### src/rtl/multiplier_if.sv
// Issue-side bundle for the shift-and-add multiplier: launch/busy handshake, operands and product.
// Shares the launch/busy protocol with the restoring divider so both sit behind one issue port.
interface multiplier_if #(
   parameter int unsigned WIDTH = 4
);
   logic                 launch;
   logic [WIDTH-1:0]     multiplicand;
   logic [WIDTH-1:0]     multiplier;
   logic                 busy;
   logic                 done;
   logic [2*WIDTH-1:0]   product;

   modport master (
      output launch, multiplicand, multiplier,
      input  busy, done, product
   );

   modport slave (
      input  launch, multiplicand, multiplier,
      output busy, done, product
   );
endinterface

### src/rtl/multiplier.sv
// Unsigned iterative shift-and-add multiplier, one multiplier bit per cycle, double-width product.
// Build option MULTIPLIER_EARLY_EXIT_EN finishes as soon as no set multiplier bits remain.
module multiplier #(
   parameter int unsigned WIDTH = 4
) (
   input logic         clk,
   input logic         reset,
   multiplier_if.slave bus
);

   localparam int unsigned CntW = $clog2(WIDTH) + 1;
   localparam logic [CntW-1:0] LastCnt = CntW'(WIDTH - 1);

   typedef enum logic {StIdle, StRun} state_e;

   state_e               state_q, state_d;
   logic                 done_q, done_d;
   logic [2*WIDTH-1:0]   mcand_q, mcand_d;
   logic [WIDTH-1:0]     mplr_q, mplr_d;
   logic [2*WIDTH-1:0]   acc_q, acc_d;
   logic [CntW-1:0]      it_count_q, it_count_d;
   logic                 last_step;

   always_ff @(posedge clk) begin
      if (!reset) begin
         state_q    <= StIdle;
         done_q     <= 1'b0;
         mcand_q    <= '0;
         mplr_q     <= '0;
         acc_q      <= '0;
         it_count_q <= '0;
      end else begin
         state_q    <= state_d;
         done_q     <= done_d;
         mcand_q    <= mcand_d;
         mplr_q     <= mplr_d;
         acc_q      <= acc_d;
         it_count_q <= it_count_d;
      end
   end

   always_comb begin
      state_d    = state_q;
      done_d     = 1'b0;
      mcand_d    = mcand_q;
      mplr_d     = mplr_q;
      acc_d      = acc_q;
      it_count_d = it_count_q;
      last_step  = 1'b0;

      // Launch wins over a running operation and over its finishing step.
      if (bus.launch) begin
         mcand_d    = {{WIDTH{1'b0}}, bus.multiplicand};
         mplr_d     = bus.multiplier;
         acc_d      = '0;
         it_count_d = '0;
         state_d    = StRun;
`ifdef MULTIPLIER_EARLY_EXIT_EN
         if (bus.multiplier == '0) begin
            state_d = StIdle;
            done_d  = 1'b1;
         end
`endif
      end else begin
         unique case (state_q)
            StRun: begin
               if (mplr_q[0]) begin
                  acc_d = acc_q + mcand_q;
               end
               mcand_d    = mcand_q << 1;
               mplr_d     = mplr_q >> 1;
               it_count_d = it_count_q + CntW'(1);
               last_step  = (it_count_q == LastCnt);
`ifdef MULTIPLIER_EARLY_EXIT_EN
               last_step  = last_step || (mplr_d == '0);
`endif
               if (last_step) begin
                  state_d    = StIdle;
                  done_d     = 1'b1;
                  it_count_d = '0;
               end
            end
            default: ;
         endcase
      end
   end

   assign bus.busy    = (state_q == StRun);
   assign bus.done    = done_q;
   assign bus.product = acc_q;

endmodule

### src/flat_wrapper.sv
// flat-port wrapper written by rule: the top's interface ports become plain ports
module multiplier_flat 
#(
   parameter int unsigned WIDTH = 4
)
  (clk, reset, bus_launch, bus_multiplicand, bus_multiplier, bus_busy, bus_done, bus_product);
  multiplier_if #(.WIDTH(WIDTH)) bus_i ();
  input logic clk;
  input logic reset;
  input wire logic [$bits(bus_i.launch)-1:0] bus_launch;
  input wire logic [$bits(bus_i.multiplicand)-1:0] bus_multiplicand;
  input wire logic [$bits(bus_i.multiplier)-1:0] bus_multiplier;
  output wire logic [$bits(bus_i.busy)-1:0] bus_busy;
  output wire logic [$bits(bus_i.done)-1:0] bus_done;
  output wire logic [$bits(bus_i.product)-1:0] bus_product;
  assign bus_i.launch = bus_launch;
  assign bus_i.multiplicand = bus_multiplicand;
  assign bus_i.multiplier = bus_multiplier;
  assign bus_busy = bus_i.busy;
  assign bus_done = bus_i.done;
  assign bus_product = bus_i.product;
  multiplier #(.WIDTH(WIDTH)) u_core (.clk(clk), .reset(reset), .bus(bus_i));
endmodule
### config.mk
export PLATFORM = sky130hd
export DESIGN_NAME = multiplier_flat
export DESIGN_NICKNAME = d
export VERILOG_FILES = /design/src/rtl/multiplier_if.sv /design/src/rtl/multiplier.sv /design/src/flat_wrapper.sv
export SDC_FILE = /design/constraint.sdc
export NUM_CORES = 1
export LEC_CHECK = 0
export ABC_CLOCK_PERIOD_IN_PS = 1700
export CAP_MARGIN = 0
export CORE_MARGIN = 3
export CORE_UTILIZATION = 47
export DETAILED_ROUTE_END_ITERATION = 8
export GPL_TIMING_DRIVEN = 0
export PLACE_DENSITY = 0.79
export SLEW_MARGIN = 20
export SYNTH_ARGS = -nofsm -noshare
export SYNTH_HDL_FRONTEND = slang
export SYNTH_SLANG_ARGS = --single-unit
export TNS_END_PERCENT = 50
### constraint.sdc
create_clock -name clk -period 1.7 [get_ports clk]
set_input_delay 0.255 -clock clk [delete_from_list [all_inputs] [get_ports clk]]
set_output_delay 0.255 -clock clk [all_outputs]
set_load 0.02 [all_outputs]
# Word-level counts from Yosys, hierarchy flattened
# Cells that the tools add are included.
# W data, S select, Z words.
[classes]
n_eq_ne = 1
add_sub_neg = 2
bitwise = 2
n_reduce_logical = 4
mux = 9
[ops]
columns = ["operator", "n"]
rows = [
  ["$mux W4", 4],
  ["$add A8 B8 Y8", 1],
  ["$mux W1", 4],
  ["$add A3 B1 Y3 const B", 1],
  ["$eq A3 B2 Y1 const B", 1],
  ["$mux W3", 1],
  ["$reduce_or A3 Y1", 1],
  ["$not A1 Y1", 2],
  ["$reduce_and A2 Y1", 1],
  ["$reduce_bool A2 Y1", 1],
  ["$reduce_or A2 Y1", 1],
]
[word_totals]
reg_bits = 25
elab_cells = 25
input_bits = 11
output_inout_bits = 10

# Depth between registers and ports, before layout
# Gate-level depths: netlist of the first run.
[logic_depth]
ltp_word = 4
mapped_depth = 8
mapped_depth_nobuf = 8

# Least setup slack after synthesis of the first run
# Ideal clock, no wire load.
[synth_path]
path_kind = "register -> register"
startpoint = "register u_core.acc_q[0] (netlist: u_core.bus.product[0])"
endpoint = "register u_core.acc_q[6] (netlist: u_core.bus.product[6])"
slack_ps = -270
path_stages_with_launch = 9
required_time_ps = 1638
path_buffers = 0
arrival_ps = 1908
cell_sequence = "dfxtp_1 -> ha_1 -> inv_1 -> fa_1 -> nor2b_1 -> o21a_1 -> o21bai_1 -> a2111o_1 -> nand3_1"
[synth_between]
elab_chain_len = 1
[synth_lines]
columns = ["element", "line_no", "text"]
rows = [
  ["from (decl)", "multiplier.sv:20", "logic [2*WIDTH-1:0] acc_q, acc_d;"],
  ["from (signal assigned)", "multiplier.sv:30", "acc_q <= '0;"],
  ["from (signal assigned)", "multiplier.sv:37", "acc_q <= acc_d;"],
  ["$add A8 B8 Y8", "multiplier.sv:68", "acc_d = acc_q + mcand_q;"],
]
# Every way passes these cells.
# A chain may end at the register's enable or synchronous reset.

# Final worst setup path of the first run
[layout_path]
startpoint = "register u_core.mcand_q[0]"
endpoint = "register u_core.acc_q[6] (netlist: u_core.bus.product[6])"
[layout_between]
elab_chain_len = 1
[layout_lines]
columns = ["element", "line_no", "text"]
rows = [
  ["from (decl)", "multiplier.sv:18", "logic [2*WIDTH-1:0] mcand_q, mcand_d;"],
  ["from (signal assigned)", "multiplier.sv:35", "mcand_q <= mcand_d;"],
  ["$add A8 B8 Y8", "multiplier.sv:68", ""],
]
# Every way passes these cells.

==> out/qor.yml, run 1 <==
finalCriticalPeriod_ns: 1.79
synth_area_sq_um: 1330
hold-worst-slack_ns: 0.447
synth_top_area_cell: "dfxtp_1"
wl_per_cell_um: 14.1
finalSetupViolations: 2
yosysTopAreaCellShare_pct: 37.8
die_x_um: 59.1
overflow: 0
place_hpwl_um: 2120
rows: 18
crit_type: "flop to flop"
critPathBufInv: 1
coreArea_sq_um: 2570
worst_r2r_endpoint: "u_core.bus.product[6]"
finalNonFillerCells: 207
dp.cells: 197
clkTransAtPathRegs_ns: 0.14
cts.sink_count: 25
drc_errors: 0
dr.pass1.iters: 4
synth_seq_area_share_pct: 37.8
root_buffer: "clkbuf_4"
cts_max_path_buffers: 2
rsz0062_at_grt: "yes"
ys_warn_count: 0
crit_path_max_incr_delay_ns: 0.39
grt_pass1_wl_um: 4820
status: "finished with violations"
r2r-start: "u_core.mcand_q[0]"
leakagePower_nw: 0.677
hold_path.class: "flop to flop"
cp-start-kind: "flop"
violations: "setup timing"
die-height_um: 59.1
initial_core_util_pct: 51.6
grt.total_usage_pct: 17.7
max_cap_viol_count: 0
slowest_stage: "dfxtp_4"
first_iter_violations: 34
hold_violations: 0
fin_area_sq_um: 1760
gp_congestion: 0.862
syn_inst: 147
cp.required_ns: 1.97
clock.fmax_mhz: 558
dr_total_vias: 1169
placed_area_sq_um: 1580
portBuffers: 20
timing.slew.headroom_pct: 66.8
synth_area_leaders: "dfxtp_1 38%, mux2i_1 9.1%, ha_1 7.6%, nand2_1 4.2%, a21oi_1 3.0%"
critPathArrivalTime_ns: 2.06
worst_setup_path_end_kind: "flop"
powerDensity_nw_per_um2: 580
finalCritPeriodShare_pct: 105
syn-num-nets: 167
cts_hold_buf: 0
finalPower_mw: 1.02
grt_max_degree: 15
avgSynthCellArea_sq_um: 9.01
cp_cell_sequence: "ha_4, inv_2, fa_2, nor2b_2, o21a_1, o21bai_1, a2111o_1, nand3_1"
critPathTopFamily: "compound AO/OA/AOI/OAI gates"
pin_count: 21
fin_setup_tns_ns: -0.172
cts_tree: "done"
fin_skew_ns: 0.00609
r2r_slack_ns: -0.09
min_path_cells: 1
cts_buffers: 3
utilization_pct: 68.6
drv_slew: 0
insertedDiodeCount: 0
critPathMaxFanout: 3
peakVddDrop_mv: 0.655
drive_gt1_share_pct: 22.6
clock_latency_ns: 0.31
worstRegToRegCells: 8
die_area_sq_um: 3490
place_ws_ns: -0.194
yosys_register_bits: 25
min_to: "u_core.bus.done"
setup_slack_ns: -0.0935
grt_pass1_vias: 1114
htree_num_levels: 1
syn_to_final_growth_pct: 33.0
ys_types: 39
ant_nets: 0
nets: 198
worst_slew_pin_slew_ns: 0.497
vias_per_cell: 5.65
drt-total-wl_um: 2920
grt_antenna_before_repair: 0
hp-start: "u_core.it_count_q[2]"
-- placed cells by master, fill, tap and decap left out, drive strengths merged, types with 3 or more instances in the layout --
cell,synthesis,final
dfxtp,25,25
o211a,3,3
mux2i,12,12
nor3b,3,3
nor3,5,5
buf,3,9
ha,8,8
a21oi,8,8
nand3,4,4
nor4,3,3
nor2b,6,6
and2,5,5
nor2,8,8
clkdlybuf4s50,0,20
clkbuf,4,7
inv,7,7
nand2,15,15
o21ai,6,6
-- state kept, by name, indices dropped and copies added (netlist names) --
| signal | cells |
|---|---|
| u_core.bus.product | 8 |
| u_core.mcand_q | 8 |
| u_core.mplr_q | 4 |
| u_core.it_count_q | 3 |
| u_core.bus.busy | 1 |
| u_core.bus.done | 1 |
-- timing repair --
action | in CTS | in global routing
gates resized for setup | 11 | 12
cloned | 0 | 0
hold endpoints to repair | 0 | 0
setup endpoints to repair | 4 | 6
setup buffers | 7 | 1
pin swaps | 3 | 5
-- cell type report --
| type | instances | area [sq um] |
|---|---|---|
| fillers | 205 | 806 |
| repair buffers | 26 | 245 |
| plain buffers | 7 | 42.5 |
| flip-flops and latches | 25 | 515 |
| clock buffers | 3 | 22.5 |
| inverters | 7 | 26.3 |
| well taps | 30 | 37.5 |
| clock inverters | 1 | 5.00 |
| multi-input cells | 108 | 867 |
-- where the power goes --
group	leakage [nW]	internal [mW]	total, mW	switching, mW
clock	0.0177	0.0878	0.264	0.177
combinational	0.451	0.0743	0.142	0.0679
sequential	0.208	0.601	0.616	0.0152
-- per-layer routing --
| layer | global-route usage [%] | up-vias | share of wire [%] |
|---|---|---|---|
| li1 | - | 587 | - |
| met1 | 22.1 | 534 | 46 |
| met2 | 30.3 | 40 | 47 |
| met3 | 3.92 | 8 | 5.0 |
| met4 | 5.50 | 0 | 1.3 |
| met5 | 0 | - | 0 |
-- worst max path at each step --
stage,startpoint,depth (start not counted),to,slack (ns)
2_1_floorplan,u_core.bus.product[0],8,u_core.bus.product[6],-0.05
3_3_place_gp,u_core.mcand_q[0],8,u_core.bus.product[6],-0.17
3_5_place_dp,u_core.mcand_q[0],8,u_core.bus.product[6],-0.19
4_1_cts,u_core.mcand_q[0],8,u_core.bus.product[6],-0.09
5_1_grt,u_core.mcand_q[0],8,u_core.bus.product[6],-0.19
6_report,u_core.mcand_q[0],8,u_core.bus.product[6],-0.09
-- cell usage after synthesis --
cell type  number
nand4_1         2
a2111o_1        1
nand4b_1        1
buf_2           1
o21bai_1        2
nor4_1          3
clkbuf_1        4
o21ai_0         5
o31ai_1         1
nand3b_1        1
and3_1          1
and2_4          1
a211oi_1        2
nor3b_1         2
o21a_1          2
and4_1          1
fa_1            1
a31oi_1         1
mux2_2          1
ha_1            8
nor3b_2         1
nor3_1          5
a21oi_1         8
nor2_1          8
inv_1           7
o21ai_1         1
a211o_1         1
dfxtp_1        25
and2_1          4
a21boi_0        1
o211a_1         3
a21o_1          1
o211ai_1        1
nor2b_1         6
buf_6           2
nand3_1         4
mux2i_1        12
a311o_1         1
nand2_1        15
-- logic make-up (layout without fill, tap and decap cells) --
logic type               after synthesis  count (layout)  synth area share, %
adder cells (fa/ha/maj)                9               9                 9.07
multiplexers                          13              13                 9.92
flip-flops                            25              25                 37.8
AO/OA/AOI/OAI                         31              31                 16.0
buffers and inverters                 14              44                 5.19
AND/OR/NAND/NOR                       55              55                 22.1
(Power assumes the default switching activity.)
==> run 2, diff against run 1 <==
--- a/config.mk
+++ b/config.mk
@@ -7,11 +7,15 @@
 export LEC_CHECK = 0
 export ABC_CLOCK_PERIOD_IN_PS = 1700
 export CAP_MARGIN = 0
+export CELL_PAD_IN_SITES_DETAIL_PLACEMENT = 2
+export CELL_PAD_IN_SITES_GLOBAL_PLACEMENT = 2
 export CORE_MARGIN = 3
-export CORE_UTILIZATION = 47
+export CORE_UTILIZATION = 29
+export CTS_CLUSTER_DIAMETER = 200
 export DETAILED_ROUTE_END_ITERATION = 8
 export GPL_TIMING_DRIVEN = 0
-export PLACE_DENSITY = 0.79
+export HOLD_SLACK_MARGIN = 0.06
+export PLACE_DENSITY = 0.8
 export SLEW_MARGIN = 20
 export SYNTH_ARGS = -nofsm -noshare
 export SYNTH_HDL_FRONTEND = slang
==> run 2 against run 1 <==
The run still ends with setup timing left. Combinational power barely moved. Power rose by 11%. Sequential share of layout area fell by 0.25 points. Largest power group unchanged. Core utilization fell by 27 points.
==> out/qor.yml, run 2 (synthesis gave the netlist of run 1 again) <==
crit_type: "flop to flop"
critPathArrivalTime_ns: 2.01
critPathMaxFanout: 3
nets: 200
coreArea_sq_um: 4200
dr_total_vias: 1197
wl_per_cell_um: 16.1
finalNonFillerCells: 229
drt-total-wl_um: 3680
cts_hold_buf: 0
clock.fmax_mhz: 560
peakVddDrop_mv: 0.242
fin_skew_ns: 0.0132
grt_pass1_wl_um: 5970
portBuffers: 20
die_x_um: 73.6
place_hpwl_um: 2700
rows: 23
root_buffer: "clkbuf_8"
r2r_slack_ns: -0.09
dr.pass1.iters: 4
grt_max_degree: 14
crit_path_max_incr_delay_ns: 0.38
r2r-start: "u_core.bus.product[0]"
finalCriticalPeriod_ns: 1.79
critPathBufInv: 1
violations: "setup timing"
finalSetupViolations: 1
worst_setup_path_end_kind: "flop"
multiInputGateArea_sq_um: 805
pin_count: 21
initial_core_util_pct: 31.5
worst_r2r_endpoint: "u_core.bus.product[6]"
fin_setup_tns_ns: -0.0855
cp-start-kind: "flop"
die-height_um: 73.6
ant_nets: 0
htree_num_levels: 1
cp.required_ns: 1.93
overflow: 0
drc_errors: 0
die_area_sq_um: 5420
cts_buffers: 3
utilization_pct: 41.8
clock_latency_ns: 0.28
powerDensity_nw_per_um2: 644
critPathLaunch: "u_core.bus.product[0]"
cts.sink_count: 25
hold_violations: 0
timing.slew.headroom_pct: 67.0
gp_congestion: 0.884
drv_slew: 0
status: "finished with violations"
cts_max_path_buffers: 2
grt_antenna_before_repair: 0
slowest_stage: "a2111o_1"
setup_slack_ns: -0.0855
hold_path.class: "flop to flop"
critical_path_depth: 8
grt_pass1_vias: 1274
cp-endpoint: "u_core.bus.product[6]"
clkTransAtPathRegs_ns: 0.10
leakagePower_nw: 0.721
rsz0062_at_grt: "yes"
cts_tree: "done"
insertedDiodeCount: 0
dp.cells: 217
finalCritPeriodShare_pct: 105
worstRegToRegCells: 8
regArea_sq_um: 509
fill_cells: 449
syn_to_final_growth_pct: 32.5
grt.total_usage_pct: 14.3
final_cell_mix: "22 x dfxtp_1, 19 x clkdlybuf4s50_1, 15 x nand2_1, 12 x mux2i_1"
first_iter_violations: 99
max_cap_viol_count: 0
worst_slew_pin_slew_ns: 0.493
cp_cell_sequence: "ha_4, inv_2, fa_2, nor2b_2, o21a_1, o21bai_1, a2111o_1, nand3_2"
layout_commonest_cell: "dfxtp_1"
critPathTopFamily: "compound AO/OA/AOI/OAI gates"
vias_per_cell: 5.23
drive_gt1_share_pct: 17.3
finalPower_mw: 1.13
==> run 2: changes by cell type in the layout (fill, tap and decap cells not counted), sizes merged <==
| cell | change |
|---|---|
| buf | +2 |
| clkbuf | +1 |
| clkinv | -1 |
| clkdlybuf4s50 | -1 |
| dlymetal6s2s | +1 |
==> run 2: timing repair <==
item | CTS | global route
resized for setup | 9 | 5
buffers inserted | 5 | 3
pin swaps | 5 | 2
endpoints found under the setup margin | 6 | 14
==> run 2: per-layer routing <==
| layer | GRT usage, % | part of all wire [%] |
|---|---|---|
| met4 | 3.62 | 0.38 |
| met1 | 17.1 | 46 |
| met3 | 2.46 | 2.7 |
| met5 | 0 | 0 |
| met2 | 26.2 | 51 |
==> run 2: final cells by class <==
cell class | count | share of cell area [%]
Tap cell | 50 | 3.56
Multi-Input combinational cell | 108 | 45.8
Buffer | 7 | 2.57
Inverter | 7 | 1.50
Clock buffer | 4 | 2.57
Sequential cell | 25 | 29.0
Timing Repair Buffer | 28 | 15.0
==> run 2: per-stage QoR <==
stage	instance area (sq um)	hold WS (ns)	setup slack (ns)
after floorplan	1350	0.393	-0.0504
after global placement	1610	0.435	-0.257
after detailed placement	1610	0.438	-0.302
after CTS	1720	0.457	-0.102
after global routing	1760	0.494	-0.197
final	1760	0.450	-0.0855
==> run 2: worst min path at each step <==
stage | cells past startpoint | startpoint | to | slack, ns
final | 1 | u_core.it_count_q[2] | u_core.bus.done | 0.45
after global routing | 1 | u_core.it_count_q[2] | u_core.bus.done | 0.49
after CTS | 1 | u_core.it_count_q[2] | u_core.bus.done | 0.46
after detailed placement | 1 | u_core.it_count_q[2] | u_core.bus.done | 0.44
after global placement | 1 | u_core.it_count_q[2] | u_core.bus.done | 0.43
after floorplan | 1 | bus_multiplicand[3] | u_core.mcand_q[3] | 0.39
==> run 2: power by group <==
| group | switching (mW) | internal (mW) | leakage [nW] |
|---|---|---|---|
| Clock | 0.204 | 0.168 | 0.0228 |
| Sequential | 0.0136 | 0.600 | 0.206 |
| Combinational | 0.0720 | 0.0732 | 0.493 |
| Total | 0.290 | 0.841 | 0.721 |
==> run 3, diff against run 2 <==
--- a/config.mk
+++ b/config.mk
@@ -5,17 +5,18 @@
 export SDC_FILE = /design/constraint.sdc
 export NUM_CORES = 1
 export LEC_CHECK = 0
-export ABC_CLOCK_PERIOD_IN_PS = 1700
+export ABC_CLOCK_PERIOD_IN_PS = 2000
 export CAP_MARGIN = 0
 export CELL_PAD_IN_SITES_DETAIL_PLACEMENT = 2
 export CELL_PAD_IN_SITES_GLOBAL_PLACEMENT = 2
 export CORE_MARGIN = 3
-export CORE_UTILIZATION = 29
+export CORE_UTILIZATION = 32
 export CTS_CLUSTER_DIAMETER = 200
+export CTS_CLUSTER_SIZE = 20
 export DETAILED_ROUTE_END_ITERATION = 8
 export GPL_TIMING_DRIVEN = 0
 export HOLD_SLACK_MARGIN = 0.06
-export PLACE_DENSITY = 0.8
+export PLACE_DENSITY = 0.83
 export SLEW_MARGIN = 20
 export SYNTH_ARGS = -nofsm -noshare
 export SYNTH_HDL_FRONTEND = slang
==> constraint.sdc (replaced) <==
create_clock -name clk -period 2 [get_ports clk]
set_input_delay 0.3 -clock clk [delete_from_list [all_inputs] [get_ports clk]]
set_output_delay 0.3 -clock clk [all_outputs]
set_load 0.02 [all_outputs]
==> run 3 against run 2 <==
The flow now finishes without violations. Largest power group unchanged. Worst hold slack gained 0.014 ns. Non-clock buffer count fell by 6. Core utilization is 2.0 points higher. Global-route usage increased by 2.8 points. Register-to-register slack better by 0.19 ns. Die area shrank 8.6%. Cell area decreased by 4.6%. Sequential power down 15%. Highest routed layer unchanged. Critical path type unchanged. Wire length is 5.8% higher. Sequential share of layout area is 1.0 points higher. Critical path depth unchanged. Clock-buffer cell count stayed put. Largest cell class unchanged.
==> out/qor.yml, run 3 (synthesis gave the netlist of run 1 again) <==
root_buffer: "clkbuf_8"
busiest_layer: "met2"
drc_errors: 0
place_ws_ns: -0.0684
initial_core_util_pct: 34.6
clkTransAtPathRegs_ns: 0.09
cp.required_ns: 2.22
nets: 194
wl_per_cell_um: 17.6
grt_pass1_wl_um: 6730
critPathArrivalTime_ns: 2.11
final_cell_mix: "23 x dfxtp_1, 20 x clkdlybuf4s50_1, 15 x nand2_1, 12 x mux2i_1"
cp-start-kind: "flop"
worstRegToRegCells: 8
critPathMaxFanout: 3
die_area_sq_um: 4950
overflow: 0
cts.sink_count: 25
rows: 22
hold_path.class: "flop to flop"
die_x_um: 70.4
ant_nets: 0
min_path_cells: 1
dp.cells: 215
grt_pass1_vias: 1329
drive_gt1_share_pct: 10.4
htree_num_levels: 1
portBuffers: 20
pin_count: 21
cts_hold_buf: 0
gr-usage-met1_pct: 20.9
finalCriticalPeriod_ns: 1.89
finalPower_mw: 0.961
syn_to_final_growth_pct: 26.4
use_met3_pct: 2.16
max_cap_viol_count: 0
clock.fmax_mhz: 528
dr.pass1.iters: 4
fin_setup_tns_ns: 0
cts_buffers: 3
finalSetupViolations: 0
dr_total_vias: 1181
cts_max_path_buffers: 2
clock_latency_ns: 0.28
setup_slack_ns: 0.107
peakVddDrop_mv: 0.274
timing.slew.headroom_pct: 60.8
leakagePower_nw: 0.660
worst_slew_pin_slew_ns: 0.587
finalNonFillerCells: 221
layout_commonest_cell: "dfxtp_1"
vias_per_cell: 5.34
grt_antenna_before_repair: 0
finalCritPeriodShare_pct: 94.7
cp_cell_sequence: "ha_4, inv_1, fa_2, nor2b_2, o21a_1, o21bai_1, a2111o_1, nand3_1"
first_iter_violations: 46
use_met2_pct: 30.6
drv_slew: 0
powerDensity_nw_per_um2: 574
insertedDiodeCount: 0
drt-total-wl_um: 3900
cts_tree: "done"
slowest_stage: "a2111o_1"
place_hpwl_um: 2920
coreArea_sq_um: 3830
gp_congestion: 0.814
die-height_um: 70.4
crit_path_max_incr_delay_ns: 0.42
status: "finished, final reports clean"
hold_violations: 0
grt_max_degree: 14
grt.total_usage_pct: 17.1
fin_skew_ns: 0.00534
crit_type: "flop to flop"
worst_setup_path_end_kind: "flop"
[run 3: worst paths after layout]
check                                           from                     to  slack (ns)
worst min register to register  u_core.it_count_q[2]        u_core.bus.done        0.46
worst max-delay path               u_core.mcand_q[0]  u_core.bus.product[6]        0.11
worst min-delay path            u_core.it_count_q[2]        u_core.bus.done        0.46
worst max register to register     u_core.mcand_q[0]  u_core.bus.product[6]        0.11
[run 3: routing by layer]
metal	share of wire, %	routed length, um	vias to the layer above
li1	-	-	576
met1	45	1740	583
met2	51	2000	17
met3	2.5	99	5
met4	1.3	52	0
met5	0	0	-
[run 3: metrics by stage]
step	util [%]	hold WS [ns]	cell area (sq um)
2_1_floorplan	-	0.407	1330
3_3_place_gp	41.4	0.429	1590
3_5_place_dp	41.4	0.450	1590
4_1_cts	43.0	0.465	1650
5_1_grt	43.8	0.495	1680
6_report	43.8	0.464	1680
[run 3: timing repair]
item,4_1_cts,5_1_grt
endpoints found under the setup margin,1,4
resized for setup,4,4
endpoints found under the hold margin,0,0
pin swaps,1,0
buffers inserted,1,1
[run 3: where the power goes]
part / internal [mW] / switching (mW)
combinational: 0.0592 / 0.0634
sequential: 0.512 / 0.0125
clock: 0.143 / 0.171
[run 3: area by class of cell]
type / instances / area, sq um
clock buffer: 4 / 45.0
fill: 425 / 2150
buffer: 7 / 42.5
sequential: 25 / 503
multi-input combinational: 108 / 783
timing repair buffer: 22 / 215
tap: 48 / 60.1
inverter: 7 / 26.3
[run 3: critical path, delay by kind of cell (launching register included)]
kind | cells | cell delay [ns]
adders and majority gates | 2 | 0.50
AOI/OAI and AO/OA | 3 | 0.67
and+or+nand+nor | 2 | 0.22
DFF | 1 | 0.38
buffers and inverters | 1 | 0.05
